--- src/rtl/mmu_feeder_if.sv ---
// Tile-buffer write port, stream control and MMU-facing outputs of mmu_feeder.
// The testbench or upstream logic takes the master side; mmu_feeder takes the slave side.
interface mmu_feeder_if;
    logic        wr_en;
    logic        wr_sel;
    logic [1:0]  wr_addr;
    logic [31:0] wr_data;
    logic        start;
    logic        busy;
    logic        done;
    logic        control;
    logic [31:0] wt_arr;
    logic [31:0] data_arr;

    modport master (
        output wr_en, wr_sel, wr_addr, wr_data, start,
        input  busy, done, control, wt_arr, data_arr
    );

    modport slave (
        input  wr_en, wr_sel, wr_addr, wr_data, start,
        output busy, done, control, wt_arr, data_arr
    );
endinterface

--- src/rtl/mmu_feeder.sv ---
// Buffers a 4x4 int8 tile and streams it to a systolic MMU: weight load, data feed, drain, done.
// Define MMU_FEEDER_SKEW_EN to feed the A rows as a 7-cycle diagonal instead of 4 plain rows.
module mmu_feeder #(
    parameter int DRAIN_CYCLES = 4
) (
    input  logic         clk,
    input  logic         reset,
    mmu_feeder_if.slave  bus
);

    localparam logic [2:0] IDLE    = 3'd0;
    localparam logic [2:0] LOAD_WT = 3'd1;
    localparam logic [2:0] FEED    = 3'd2;
    localparam logic [2:0] DRAIN   = 3'd3;
    localparam logic [2:0] DONE    = 3'd4;

`ifdef MMU_FEEDER_SKEW_EN
    localparam int FEED_LEN = 7;
`else
    localparam int FEED_LEN = 4;
`endif

    logic [2:0]  state, state_nxt;
    logic [3:0]  cnt, cnt_nxt;
    logic [31:0] a_buf [4];
    logic [31:0] b_buf [4];

    logic        buf_we;
    logic [1:0]  wt_idx;
    logic [31:0] wt_sel;
    logic [31:0] feed_word;
    logic [3:0]  lane_t;

    logic        busy_q, done_q, control_q;
    logic [31:0] wt_q, data_q;

    assign buf_we = bus.wr_en && (state == IDLE);

    // NOTE: every signal written here gets a default first, so no path can infer a latch.
    always_comb begin
        state_nxt = state;
        cnt_nxt   = cnt;
        case (state)
            IDLE: begin
                if (bus.start) begin
                    state_nxt = LOAD_WT;
                    cnt_nxt   = 4'd0;
                end
            end
            LOAD_WT: begin
                if (cnt == 4'd3) begin
                    state_nxt = FEED;
                    cnt_nxt   = 4'd0;
                end else begin
                    cnt_nxt = cnt + 4'd1;
                end
            end
            FEED: begin
                if (cnt == 4'(FEED_LEN - 1)) begin
                    state_nxt = DRAIN;
                    cnt_nxt   = 4'd0;
                end else begin
                    cnt_nxt = cnt + 4'd1;
                end
            end
            DRAIN: begin
                if (cnt == 4'(DRAIN_CYCLES - 1)) begin
                    state_nxt = DONE;
                    cnt_nxt   = 4'd0;
                end else begin
                    cnt_nxt = cnt + 4'd1;
                end
            end
            DONE: begin
                state_nxt = IDLE;
                cnt_nxt   = 4'd0;
            end
            default: begin
                state_nxt = IDLE;
                cnt_nxt   = 4'd0;
            end
        endcase
    end

    // A B-column write landing on the start edge must already show up in the first weight beat.
    always_comb begin
        wt_idx = cnt_nxt[1:0];
        if (buf_we && bus.wr_sel && (bus.wr_addr == wt_idx)) begin
            wt_sel = bus.wr_data;
        end else begin
            wt_sel = b_buf[wt_idx];
        end
    end

    // Lane i carries element i of the A row due at step t (t - i when skewed).
    always_comb begin
        feed_word = 32'd0;
        lane_t    = 4'd0;
        for (int i = 0; i < 4; i++) begin
`ifdef MMU_FEEDER_SKEW_EN
            lane_t = cnt_nxt - 4'(i);
            if ((cnt_nxt >= 4'(i)) && (lane_t <= 4'd3)) begin
                feed_word[8*i +: 8] = a_buf[lane_t[1:0]][8*i +: 8];
            end
`else
            lane_t = cnt_nxt;
            feed_word[8*i +: 8] = a_buf[lane_t[1:0]][8*i +: 8];
`endif
        end
    end

    // NOTE: sequential state uses non-blocking assignments so every register samples pre-edge values.
    always_ff @(posedge clk or posedge reset) begin
        if (reset) begin
            state     <= IDLE;
            cnt       <= 4'd0;
            busy_q    <= 1'b0;
            done_q    <= 1'b0;
            control_q <= 1'b0;
            wt_q      <= 32'd0;
            data_q    <= 32'd0;
        end else begin
            state     <= state_nxt;
            cnt       <= cnt_nxt;
            busy_q    <= (state_nxt != IDLE);
            done_q    <= (state_nxt == DONE);
            control_q <= (state_nxt == LOAD_WT);
            wt_q      <= (state_nxt == LOAD_WT) ? wt_sel : 32'd0;
            data_q    <= (state_nxt == FEED) ? feed_word : 32'd0;
        end
    end

    // NOTE: the tile buffers are reset too, since a start after reset must stream an all-zero tile.
    always_ff @(posedge clk or posedge reset) begin
        if (reset) begin
            for (int i = 0; i < 4; i++) begin
                a_buf[i] <= 32'd0;
                b_buf[i] <= 32'd0;
            end
        end else if (buf_we) begin
            if (bus.wr_sel) begin
                b_buf[bus.wr_addr] <= bus.wr_data;
            end else begin
                a_buf[bus.wr_addr] <= bus.wr_data;
            end
        end
    end

    assign bus.busy     = busy_q;
    assign bus.done     = done_q;
    assign bus.control  = control_q;
    assign bus.wt_arr   = wt_q;
    assign bus.data_arr = data_q;

endmodule

--- src/flat_wrapper.sv ---
// flat-port wrapper written by rule: the top's interface ports become plain ports
module mmu_feeder_flat 
#(
    parameter int DRAIN_CYCLES = 4
)
  (clk, reset, bus_wr_en, bus_wr_sel, bus_wr_addr, bus_wr_data, bus_start, bus_busy, bus_done, bus_control, bus_wt_arr, bus_data_arr);
  mmu_feeder_if bus_i ();
  input  logic clk;
  input  logic reset;
  input wire logic [$bits(bus_i.wr_en)-1:0] bus_wr_en;
  input wire logic [$bits(bus_i.wr_sel)-1:0] bus_wr_sel;
  input wire logic [$bits(bus_i.wr_addr)-1:0] bus_wr_addr;
  input wire logic [$bits(bus_i.wr_data)-1:0] bus_wr_data;
  input wire logic [$bits(bus_i.start)-1:0] bus_start;
  output wire logic [$bits(bus_i.busy)-1:0] bus_busy;
  output wire logic [$bits(bus_i.done)-1:0] bus_done;
  output wire logic [$bits(bus_i.control)-1:0] bus_control;
  output wire logic [$bits(bus_i.wt_arr)-1:0] bus_wt_arr;
  output wire logic [$bits(bus_i.data_arr)-1:0] bus_data_arr;
  assign bus_i.wr_en = bus_wr_en;
  assign bus_i.wr_sel = bus_wr_sel;
  assign bus_i.wr_addr = bus_wr_addr;
  assign bus_i.wr_data = bus_wr_data;
  assign bus_i.start = bus_start;
  assign bus_busy = bus_i.busy;
  assign bus_done = bus_i.done;
  assign bus_control = bus_i.control;
  assign bus_wt_arr = bus_i.wt_arr;
  assign bus_data_arr = bus_i.data_arr;
  mmu_feeder #(.DRAIN_CYCLES(DRAIN_CYCLES)) u_core (.clk(clk), .reset(reset), .bus(bus_i));
endmodule
--- config.mk ---
export PLATFORM = sky130hd
export DESIGN_NAME = mmu_feeder_flat
export DESIGN_NICKNAME = d
export VERILOG_FILES = /design/src/rtl/mmu_feeder_if.sv /design/src/rtl/mmu_feeder.sv /design/src/flat_wrapper.sv
export SDC_FILE = /design/constraint.sdc
export NUM_CORES = 1
export LEC_CHECK = 0
export CORE_ASPECT_RATIO = 0.5
export CORE_MARGIN = 4
export CORE_UTILIZATION = 47
export DETAILED_ROUTE_END_ITERATION = 8
export GPL_TIMING_DRIVEN = 0
export PLACE_DENSITY_LB_ADDON = 0.08
export SETUP_SLACK_MARGIN = 0.2
export SYNTH_ARGS = -nofsm -noshare
export SYNTH_HDL_FRONTEND = slang
export SYNTH_SLANG_ARGS = --single-unit
--- constraint.sdc ---
create_clock -name clk -period 14.6 [get_ports clk]
set_input_delay 2.92 -clock clk [delete_from_list [all_inputs] [get_ports clk]]
set_output_delay 2.92 -clock clk [all_outputs]
set_load 0.1 [all_outputs]
# Yosys cells after proc, flatten, opt, wreduce, memory -nomap -nowiden
# Cells that the tools add are included.
# Widths: inputs -> output; s select.
dict set report classes {
  n_mux 21
  n_eq_ne 9
  add_sub_neg 1
  bitwise_logic 3
  n_reduce_logical 9
  n_lt_le_gt_ge 3
}
# op n
set ops {}
lappend ops {{$bwmux 128} 2}
lappend ops {{$mux 32} 8}
lappend ops {{$bmux 32 s2} 2}
lappend ops {{$demux 32 s2} 1}
lappend ops {{$mux 3} 4}
lappend ops {{$pmux 3 s4} 1}
lappend ops {{$eq 3x2->1 const B} 3}
lappend ops {{$mux 4} 2}
lappend ops {{$pmux 4 s2} 1}
lappend ops {{$eq 3x1->1 const B} 2}
lappend ops {{$ge 3x3->1 const B} 2}
lappend ops {{$not 2->3} 2}
lappend ops {{$add 4x1->4 const B} 1}
lappend ops {{$eq 4x2->1 const B} 1}
lappend ops {{$logic_and 1x1->1} 4}
lappend ops {{$reduce_and 2->1} 2}
lappend ops {{$eq 3x3->1 const B} 1}
lappend ops {{$logic_not 3->1} 1}
lappend ops {{$lt 3x1->1 const B} 1}
lappend ops {{$reduce_bool 3->1} 1}
lappend ops {{$reduce_or 3->1} 1}
lappend ops {{$eq 2x2->1} 1}
lappend ops {{$ne 2x2->1 const B} 1}
lappend ops {{$not 1->1} 1}
dict set report totals {
  output_inout_bits 67
  input_bits 39
  register_bits 330
}

# Longest topological paths before layout
# Gate-level depths: netlist of the first run.
dict set report logic_depth {
  depth_word 9
  depth_mapped 9
  depth_no_buf 7
}

# Worst setup path after synthesis of the first run
# Ideal clock, no wire load.
dict set report synth_path {
  kind {input to register}
  startpoint {input bus_start}
  endpoint {register u_core.data_q[0], in the netlist u_core.bus.data_arr[0]}
  setup_time_ns 0.132
  arrival_time_ns 4.439
  path_stages 6
  setup_slack_ns 10.029
  n_path_buf 2
  path_cell_list {or4b_1 > a21oi_1 > buf_2 > buf_2 > mux4_2 > nor2b_1}
}
dict set report synth_via {
  elab_chain_len 7
}
# element line_no
set synth_lines {}
lappend synth_lines {{start, declared} flat_wrapper.sv:14} ;# input wire logic [$bits(bus_i.start)-1:0] bus_start;
lappend synth_lines {{$mux 4} mmu_feeder.sv:45} ;# if (bus.start) begin
lappend synth_lines {{$pmux 4 s2} mmu_feeder.sv:43} ;# case (state)
lappend synth_lines {{$not 2->3 (not written as such)} mmu_feeder.sv:107} ;# feed_word[8*i +: 8] = a_buf[lane_t[1:0]][8*i +: 8];
lappend synth_lines {{$bmux 32 s2} mmu_feeder.sv:107}
lappend synth_lines {{$mux 32 (2 in a row)} -}
lappend synth_lines {{$mux 32 *} mmu_feeder.sv:129} ;# data_q <= (state_nxt == FEED) ? feed_word : 32'd0;
lappend synth_lines {{end signal, assigned} mmu_feeder.sv:129}
lappend synth_lines {{end, declared} mmu_feeder.sv:35} ;# logic [31:0] wt_q, data_q;
# Mark *: on every way between the ends. The rest lies on a longest branch, timed or not. The select of a mux whose other input is x is not followed.
# A chain may end at the register's enable or synchronous reset.

# Final worst setup path of the first run
dict set report layout_path {
  startpoint {input bus_wr_en}
  endpoint {register u_core.a_buf[49] in the netlist's numbering}
}
dict set report layout_via {
  elab_chain_len 2
}
# element line_no
set layout_lines {}
lappend layout_lines {{start, declared} flat_wrapper.sv:10} ;# input wire logic [$bits(bus_i.wr_en)-1:0] bus_wr_en;
lappend layout_lines {{$logic_and 1x1->1} mmu_feeder.sv:37} ;# assign buf_we = bus.wr_en && (state == IDLE);
lappend layout_lines {{$reduce_and 2->1 (no line)} -}
lappend layout_lines {{end signal, assigned by index} mmu_feeder.sv:144} ;# a_buf[bus.wr_addr] <= bus.wr_data;
lappend layout_lines {{end, declared} mmu_feeder.sv:25} ;# logic [31:0] a_buf [4];
# No other way between the ends.

==> results of run 1 <==
==> kinds of logic (layout without fill, tap and decap cells) <==
| kind of cell | Yosys count | in the layout | share of synthesized area |
|---|---|---|---|
| AO/OA/AOI/OAI | 108 | 108 | 0.0580 |
| XOR/XNOR | 2 | 2 | 0.00179 |
| buffers and inverters | 72 | 231 | 0.0221 |
| AND/OR/NAND/NOR | 191 | 191 | 0.0632 |
| flip-flops | 330 | 330 | 0.592 |
| other | 0 | 1 | 0 |
| multiplexers | 293 | 293 | 0.262 |
| adder cells (fa/ha/maj) | 1 | 1 | 0.000896 |
==> routing by layer <==
metal	up-vias	GRT usage	share of wire
li1	3871	-	-
met1	4606	0.307	0.49
met2	139	0.321	0.45
met3	43	0.0374	0.039
met4	2	0.0365	0.014
met5	-	0	0.00024
==> layout make-up <==
class / count / area share
sequential: 330 / 0.500
antenna: 1 / 0.000152
inverter: 4 / 0.00136
tap: 391 / 0.0296
clock inverter: 8 / 0.00561
clock buffer: 46 / 0.0534
timing repair buffer: 105 / 0.0658
multi-input combinational: 595 / 0.326
buffer: 68 / 0.0177
==> sequential cells by signal, indices dropped and copies added, names as in the netlist <==
signal,cells
u_core.a_buf,128
u_core.b_buf,128
u_core.bus.data_arr,32
u_core.bus.wt_arr,32
u_core.cnt,4
u_core.state,3
u_core.bus.busy,1
u_core.bus.control,1
u_core.bus.done,1
==> critical path: stages <==
cell             delay [ns]
clkdlybuf4s50_1        0.47
nor4b_1                0.33
nand2b_1               0.19
nor3_1                 0.68
clkbuf_1               0.76
mux2_2                 0.42
==> cell usage in the layout (no fill, tap or decap), types with 10 or more instances in the layout <==
master	n
nor2_1	10
a21oi_1	31
dfrtp_1	330
nor2b_1	34
buf_1	11
nand2_1	119
buf_2	24
mux2_2	261
clkbuf_16	31
clkdlybuf4s50_1	103
a32o_1	27
clkbuf_1	42
o22ai_1	27
mux4_2	32
==> stage by stage <==
| step | TNS, ns | hold WS (ns) | utilization | cells |
|---|---|---|---|---|
| 2_1_floorplan | 0 | 0.474 | - | 997 |
| 3_3_place_gp | -399.42 | 0.482 | 0.531 | 1491 |
| 3_5_place_dp | 0 | 0.490 | 0.534 | 1493 |
| 4_1_cts | 0 | 0.505 | 0.567 | 1547 |
| 5_1_grt | 0 | 0.513 | 0.567 | 1547 |
| 6_report | 0 | 0.501 | 0.567 | 1548 |
==> worst min-delay path by stage <==
stage	startpoint	to	slack, ns	cells after the start
after CTS	u_core.b_buf[2]	u_core.b_buf[2]	0.50	1
final	u_core.a_buf[38]	u_core.a_buf[38]	0.50	1
after detailed placement	u_core.b_buf[2]	u_core.b_buf[2]	0.49	1
after global routing	u_core.b_buf[43]	u_core.b_buf[43]	0.51	1
after floorplan	u_core.b_buf[32]	u_core.b_buf[32]	0.47	1
after global placement	u_core.b_buf[34]	u_core.b_buf[34]	0.48	1
==> power by group through the flow <==
stage | Sequential [µW] | Clock (µW) | Combinational (µW)
6_report | 1420 | 791 | 1910
5_1_grt | 1460 | 849 | 2040
4_1_cts | 1420 | 809 | 1930
3_5_place_dp | 1440 | 0 | 1930
3_3_place_gp | 1420 | 0 | 1900
2_1_floorplan | 1800 | 0 | 1050
==> impl_metrics.json, run 1 <==
{
  "comb_power_share": 0.464,
  "grt_pass1_wl_um": 52300,
  "synth_edf_count": 0,
  "synthTopCellsByArea": "dfrtp_1, mux2_2, mux4_2",
  "portBuffers": 103,
  "std_cell_rows": 44,
  "fin_nets": 1175,
  "die_h_um": 130,
  "antenna_found_initial": 1,
  "place.gp.congestion": 0.771,
  "p_leak_uw": 0.00727,
  "design_area_mm2": 0.0165,
  "ir_drop_uv": 130,
  "cts_tree": "done",
  "finalWorstSetupSlack_ns": 9.27,
  "drt-total-wl_um": 33000,
  "worstPathMaxFanout": 10,
  "io_pins": 106,
  "fillCellCount": 2373,
  "syn_area_mm2": 0.0140,
  "synth_async_sr_flop_share": 1.00,
  "clkTransAtPathRegs_ns": 0.06,
  "rr_startpoint": "u_core.cnt[0]",
  "fp.dieArea_mm2": 0.0327,
  "crit_arrival_ns": 5.77,
  "syn_to_final_growth_pct": 18.3,
  "grt_pass1_vias": 8984,
  "synth.most_common_cell": "dfrtp_1",
  "syn_nets": 1037,
  "rsz0062_at_grt": "false",
  "worstRegToRegCells": 7,
  "synth_cell_types": 44,
  "setup_viol": 0,
  "layout-drive-gt1-share": 0.324,
  "core_mm2": 0.0291,
  "clock_power_share": 0.192,
  "hold_viol_final": 0,
  "synth-seq-area-share": 0.592,
  "vias_per_cell": 5.59,
  "start_kind": "input port",
  "h-tree-depth": 1,
  "drc_errors": 0,
  "synth_flop_cell": "dfrtp_1",
  "gr-total-overflow": 0,
  "cts_buffers": 31,
  "min_period_ns": 5.33,
  "die_x_um": 252,
  "crit_start": "bus_wr_en",
  "yosysTopAreaCell": "dfrtp_1",
  "cts_sinks": 330,
  "synth_top_area_frac": 0.592,
  "fmaxAchievable_ghz": 0.188,
  "ant_nets": 0,
  "worstPathRequired_ns": 15.04,
  "ys_warn_count": 0,
  "cap_violations": 0,
  "multi_input_area_mm2": 0.00539,
  "synthTopCellsByCount": "dfrtp_1, mux2_2, nand2_1",
  "first_pass_iters": 4,
  "p_seq_frac": 0.344,
  "globalRouteTotalUtil": 0.205,
  "drt_iter0_drc": 526,
  "insertion_delay_ns": 0.57,
  "crit_end": "u_core.a_buf[49]",
  "ctsResizeCount": 0,
  "reg2reg_slack_ns": 11.38,
  "synthCells": 997,
  "cts_hold_buf": 0,
  "cts_setup_buffers": 0,
  "p_sw_frac": 0.400,
  "hold_class": "reg -> reg",
  "slew_viol_final": 0,
  "p_int_uw": 2480,
  "switching_power_uw": 1650,
  "critPathCaptureType": "flop",
  "cellPowerDensity_mw_per_mm2": 250,
  "clock-root-buffer": "clkbuf_16",
  "seq_area_mm2": 0.00826,
  "finalCritPeriodShare": 0.365,
  "grt_max_degree": 126,
  "start_util": 0.479,
  "syn_avg_cell_area_um2": 14.0,
  "skew_ns": 0.0131,
  "place_ws_ns": 8.72,
  "total_power_uw": 4130,
  "outcome": "complete, no violations",
  "slew_headroom": 0.340,
  "r2r-end": "u_core.bus.wt_arr[16]",
  "critPathKind": "in -> reg",
  "post-dp-hpwl_um": 22100,
  "cts_buffer_depth": 3,
  "ys_seq_elements": 330,
  "vias": 8661,
  "wire_per_inst_um": 21.3,
  "worst_pin_slew_ns": 0.987,
  "place_area_mm2": 0.0155
}
Power figures use the tool's default switching activity.
==> inputs of run 2 (changes only) <==
clock period = 4.5 ns   (was 14.6 ns; I/O delays follow)
==> run 2 against run 1 <==
Against the previous run:
- critical path depth unchanged
- highest routed layer is now met4
- critical endpoint is now u_core.a_buf[54]
- largest cell class unchanged
- power grew to 3.3 times the previous value
- count of clock-buffer cells in the layout down 3
- combinational power grew to 3.3 times the previous value
- die area is the same
- final cell count up 0.52%
- clock skew up 0.0081 ns
==> impl_metrics.json, run 2 (synthesis gave the netlist of run 1 again) <==
{
  "outcome": "complete, no violations",
  "worstPathMaxFanout": 10,
  "portBuffers": 103,
  "hold_viol_final": 0,
  "slew_headroom": 0.281,
  "rr_startpoint": "u_core.cnt[0]",
  "syn_to_final_growth_pct": 19.2,
  "total_power_uw": 13500,
  "cts_tree": "done",
  "crit_end": "u_core.a_buf[54]",
  "finalCritPeriodShare": 0.761,
  "worstHoldPathCells": 1,
  "slew_viol_final": 0,
  "rsz0062_at_grt": "false",
  "start_util": 0.479,
  "cts_hold_buf": 0,
  "layout-drive-gt1-share": 0.330,
  "critPathKind": "in -> reg",
  "core_mm2": 0.0291,
  "clock_power_share": 0.190,
  "use_met3": 0.0339,
  "seq_area_mm2": 0.00826,
  "min_period_ns": 3.43,
  "whs_ns": 0.499,
  "switching_power_uw": 5430,
  "wire_per_inst_um": 21.8,
  "cts_buffer_depth": 3,
  "drt_iter0_drc": 603,
  "grt_pass1_wl_um": 53900,
  "fp.dieArea_mm2": 0.0327,
  "ir_drop_uv": 425,
  "fmaxAchievable_ghz": 0.292,
  "p_seq_frac": 0.343,
  "cts_sinks": 330,
  "start_kind": "input port",
  "p_int_uw": 8020,
  "p_leak_uw": 0.00732,
  "gr-total-overflow": 0,
  "fillCellCount": 2322,
  "final_cell_mix": "dfrtp_1, mux2_2, nand2_1",
  "p_sw_frac": 0.404,
  "ctsResizeCount": 0,
  "std_cell_rows": 44,
  "setup_viol": 0,
  "post-dp-hpwl_um": 22900,
  "first_pass_iters": 5,
  "cts_buffers": 30,
  "met2_usage": 0.324,
  "drt-total-wl_um": 33900,
  "grt_pass1_vias": 9088,
  "fin_nets": 1181,
  "layout_commonest_cell": "dfrtp_1",
  "worstPathRequired_ns": 4.94,
  "vias_per_cell": 5.63,
  "clock-root-buffer": "clkbuf_16",
  "critPathCaptureType": "flop",
  "r2r-end": "u_core.bus.wt_arr[16]",
  "cap_violations": 0,
  "grt.busiest_layer": "met1",
  "clkTransAtPathRegs_ns": 0.06,
  "worst_pin_slew_ns": 1.07,
  "h-tree-depth": 1,
  "vias": 8766,
  "grt_max_degree": 45,
  "cts_setup_buffers": 0,
  "die_x_um": 252,
  "crit_arrival_ns": 3.86,
  "comb_power_share": 0.467,
  "insertion_delay_ns": 0.57,
  "ant_nets": 0,
  "reg.largest.list": "u_core.a_buf (128), u_core.b_buf (128)",
  "n_antenna_cell": 0,
  "drc_errors": 0,
  "io_pins": 106,
  "hold_class": "reg -> reg",
  "globalRouteTotalUtil": 0.211,
  "place.gp.congestion": 0.815,
  "multi_input_area_mm2": 0.00539,
  "reg2reg_slack_ns": 1.17,
  "antenna_found_initial": 0,
  "worstRegToRegCells": 7,
  "cellPowerDensity_mw_per_mm2": 809,
  "skew_ns": 0.0211,
  "die_h_um": 130,
  "crit_start": "bus_wr_en",
  "met1_usage": 0.325
}
-- run 2: cell count changes in the layout (fill, tap and decap cells not counted), sizes merged --
cell      delta
diode        -1
inv          -1
buf          +7
clkinv       +3
clkbuf       -3
clkinvlp     +3
-- run 2: final cells by class --
class / count / area share
flip-flops and latches: 330 / 0.497
multi-input cells: 595 / 0.324
repair buffers: 112 / 0.0728
clock buffers: 43 / 0.0512
well taps: 391 / 0.0294
plain buffers: 68 / 0.0176
clock inverters: 13 / 0.00737
inverters: 4 / 0.00113
-- run 2: worst max-delay path, stage by stage --
cell and delay [ns]:
clkdlybuf4s50_1 0.47, nor4b_1 0.36, nand2b_1 0.18, nor3_1 0.85, clkbuf_1 0.68, mux2_2 0.42
-- run 2: power by group through the flow --
| stage | combinational, µW | clock [µW] | sequential, µW |
|---|---|---|---|
| after floorplan | 3400 | 0 | 5850 |
| after global placement | 6180 | 0 | 4620 |
| after detailed placement | 6280 | 0 | 4660 |
| after CTS | 6290 | 2610 | 4610 |
| after global routing | 6690 | 2750 | 4730 |
| final | 6280 | 2560 | 4620 |
-- run 2: metrics by stage --
step	worst slack, ns	instance area [µm²]	instances	setup TNS [ns]	utilization
floorplan	-0.807	14000	997	-266.20	-
global placement	-3.01	15500	1491	-981.36	0.531
detailed placement	0.533	15700	1500	0	0.538
CTS	1.13	16600	1556	0	0.571
global route	0.960	16600	1556	0	0.571
finish	1.07	16600	1556	0	0.571
-- run 2: per-layer routing --
layer | vias up | routed length (µm)
met5 | - | 0
met1 | 4642 | 16700
met2 | 206 | 15100
met4 | 0 | 523
met3 | 40 | 1580
li1 | 3878 | -
-- run 2: how the worst min path moves through the flow --
stage                          start               end  slack, ns
floorplan           u_core.b_buf[32]  u_core.b_buf[32]       0.47
global placement    u_core.b_buf[36]  u_core.b_buf[36]       0.48
detailed placement  u_core.b_buf[33]  u_core.b_buf[33]       0.49
CTS                 u_core.b_buf[33]  u_core.b_buf[33]       0.50
global route         u_core.b_buf[2]   u_core.b_buf[2]       0.51
finish              u_core.b_buf[33]  u_core.b_buf[33]       0.50
==> inputs of run 3 (changes only) <==
clock period = 3.1 ns   (was 4.5 ns; I/O delays follow)
==> run 3 against run 2 <==
Against the previous run:
- first-iteration DRC count up 3.8%
- die area did not move
- cell area rose by 0.62%
- register-to-register slack lost 0.94 ns
- power rose by 46%
- setup slack got worse by 0.85 ns
- flip-flop and latch count stayed put
- via count about the same
- critical path type is now reg -> reg
- critical endpoint is now u_core.bus.wt_arr[16]
- highest routed layer unchanged
==> impl_metrics.json, run 3 (synthesis gave the netlist of run 1 again) <==
{
  "outcome": "complete, no violations",
  "portBuffers": 103,
  "reg.largest.list": "u_core.a_buf (128), u_core.b_buf (128)",
  "gr-total-overflow": 0,
  "hold_class": "in -> async",
  "rsz0062_at_grt": "true",
  "finalWorstSetupSlack_ns": 0.226,
  "drt_iter0_drc": 626,
  "r2r-end": "u_core.bus.wt_arr[16]",
  "wire_per_inst_um": 21.8,
  "insertion_delay_ns": 0.57,
  "worstPathRequired_ns": 3.55,
  "layout_commonest_cell": "dfrtp_1",
  "fillCellCount": 2321,
  "rr_startpoint": "u_core.cnt[0]",
  "antenna_found_initial": 0,
  "finalCritPeriodShare": 0.927,
  "cellPowerDensity_mw_per_mm2": 1180,
  "seq_area_mm2": 0.00826,
  "cap_violations": 0,
  "multi_input_area_mm2": 0.00542,
  "fin_nets": 1184,
  "critPathKind": "reg -> reg",
  "grt_max_degree": 45,
  "grt_pass1_vias": 9105,
  "die_x_um": 252,
  "vias_per_cell": 5.63,
  "place_ws_ns": -0.587,
  "slew_headroom": 0.333,
  "cts_sinks": 330,
  "grt_pass1_wl_um": 54000,
  "reg2reg_slack_ns": 0.23,
  "vias": 8774,
  "critPathCaptureType": "flop",
  "skew_ns": 0.0180,
  "n_antenna_cell": 0,
  "place.gp.congestion": 0.815,
  "die_h_um": 130,
  "fp.dieArea_mm2": 0.0327,
  "cts_buffer_depth": 3,
  "io_pins": 106,
  "slew_viol_final": 0,
  "worstRegToRegCells": 9,
  "clock-root-buffer": "clkbuf_16",
  "layout-drive-gt1-share": 0.351,
  "worst_pin_slew_ns": 0.997,
  "cts_buffers": 30,
  "crit_arrival_ns": 3.32,
  "start_util": 0.479,
  "cts_hold_buf": 0,
  "hold_viol_final": 0,
  "syn_to_final_growth_pct": 19.9,
  "p_leak_uw": 0.00741,
  "globalRouteTotalUtil": 0.212,
  "std_cell_rows": 44,
  "first_pass_iters": 5,
  "setup_viol": 0,
  "drc_errors": 0,
  "final_cell_mix": "dfrtp_1, mux2_2, nand2_1",
  "ant_nets": 0,
  "start_kind": "flop",
  "cts_tree": "done",
  "fmaxAchievable_ghz": 0.348,
  "clkTransAtPathRegs_ns": 0.07,
  "core_mm2": 0.0291,
  "worstPathMaxFanout": 10,
  "min_period_ns": 2.87,
  "ir_drop_uv": 617,
  "drt-total-wl_um": 34000,
  "post-dp-hpwl_um": 22900,
  "h-tree-depth": 1,
  "total_power_uw": 19700
}
run 3: cell types whose count changed in the layout (fill, tap and decap cells not counted), sizes merged:
cell    previous run  this run
clkbuf            75        79
buf               45        44
run 3: critical path, stage by stage (launching register included):
cell,delay (ns)
dfrtp_1,0.44
ha_1,0.24
or3b_1,0.47
a32oi_4,0.24
buf_12,0.17
buf_2,0.29
clkbuf_4,0.31
nand2_1,0.08
a32o_1,0.25
o22ai_1,0.25
run 3: power by group:
group / internal [µW] / switching, µW
clock: 2080 / 1640
combinational: 3750 / 5540
sequential: 5950 / 745
total: 11800 / 7920
run 3: metrics by stage:
| step | instance area, µm² | instances | hold WS [ns] | setup TNS [ns] | util |
|---|---|---|---|---|---|
| after floorplan | 14000 | 997 | 0.474 | -635.80 | - |
| after global placement | 15500 | 1491 | 0.481 | -1400.76 | 0.531 |
| final | 16700 | 1559 | 0.456 | 0 | 0.575 |
| after CTS | 16700 | 1558 | 0.458 | 0 | 0.573 |
| after global routing | 16700 | 1559 | 0.499 | 0 | 0.575 |
| after detailed placement | 15700 | 1500 | 0.488 | -54.05 | 0.538 |
run 3: what timing repair did:
item / 4_1_cts / 5_1_grt
gates resized for setup: 9 / 36
buffers inserted: 2 / 1
pin swaps: 1 / 0
endpoints found under the setup margin: 120 / 145
cloned: 0 / 0
run 3: cell type report:
class | count | share of cell area
buffer | 68 | 0.0198
clock buffer | 43 | 0.0508
clock inverter | 13 | 0.00733
inverter | 4 | 0.00112
multi-input combinational | 595 | 0.324
sequential | 330 | 0.493
tap | 391 | 0.0292
timing repair buffer | 115 | 0.0745
run 3: worst max-delay path by stage:
stage	from	to	slack, ns	cells past startpoint
2_1_floorplan	reset	u_core.a_buf[0]	-1.93	1
3_3_place_gp	reset	u_core.a_buf[109]	-4.13	2
3_5_place_dp	bus_wr_en	u_core.a_buf[48]	-0.59	6
4_1_cts	bus_wr_en	u_core.a_buf[79]	0.22	6
5_1_grt	u_core.state[1]	u_core.bus.wt_arr[16]	0.11	10
6_report	u_core.cnt[0]	u_core.bus.wt_arr[16]	0.23	9
run 3: layer usage:
| layer | global-route usage | part of all wire | up-vias |
|---|---|---|---|
| met5 | 0 | 0 | - |
| met4 | 0.0407 | 0.016 | 0 |
| met3 | 0.0315 | 0.044 | 42 |
| met2 | 0.324 | 0.44 | 211 |
| met1 | 0.327 | 0.49 | 4635 |
| li1 | - | - | 3886 |
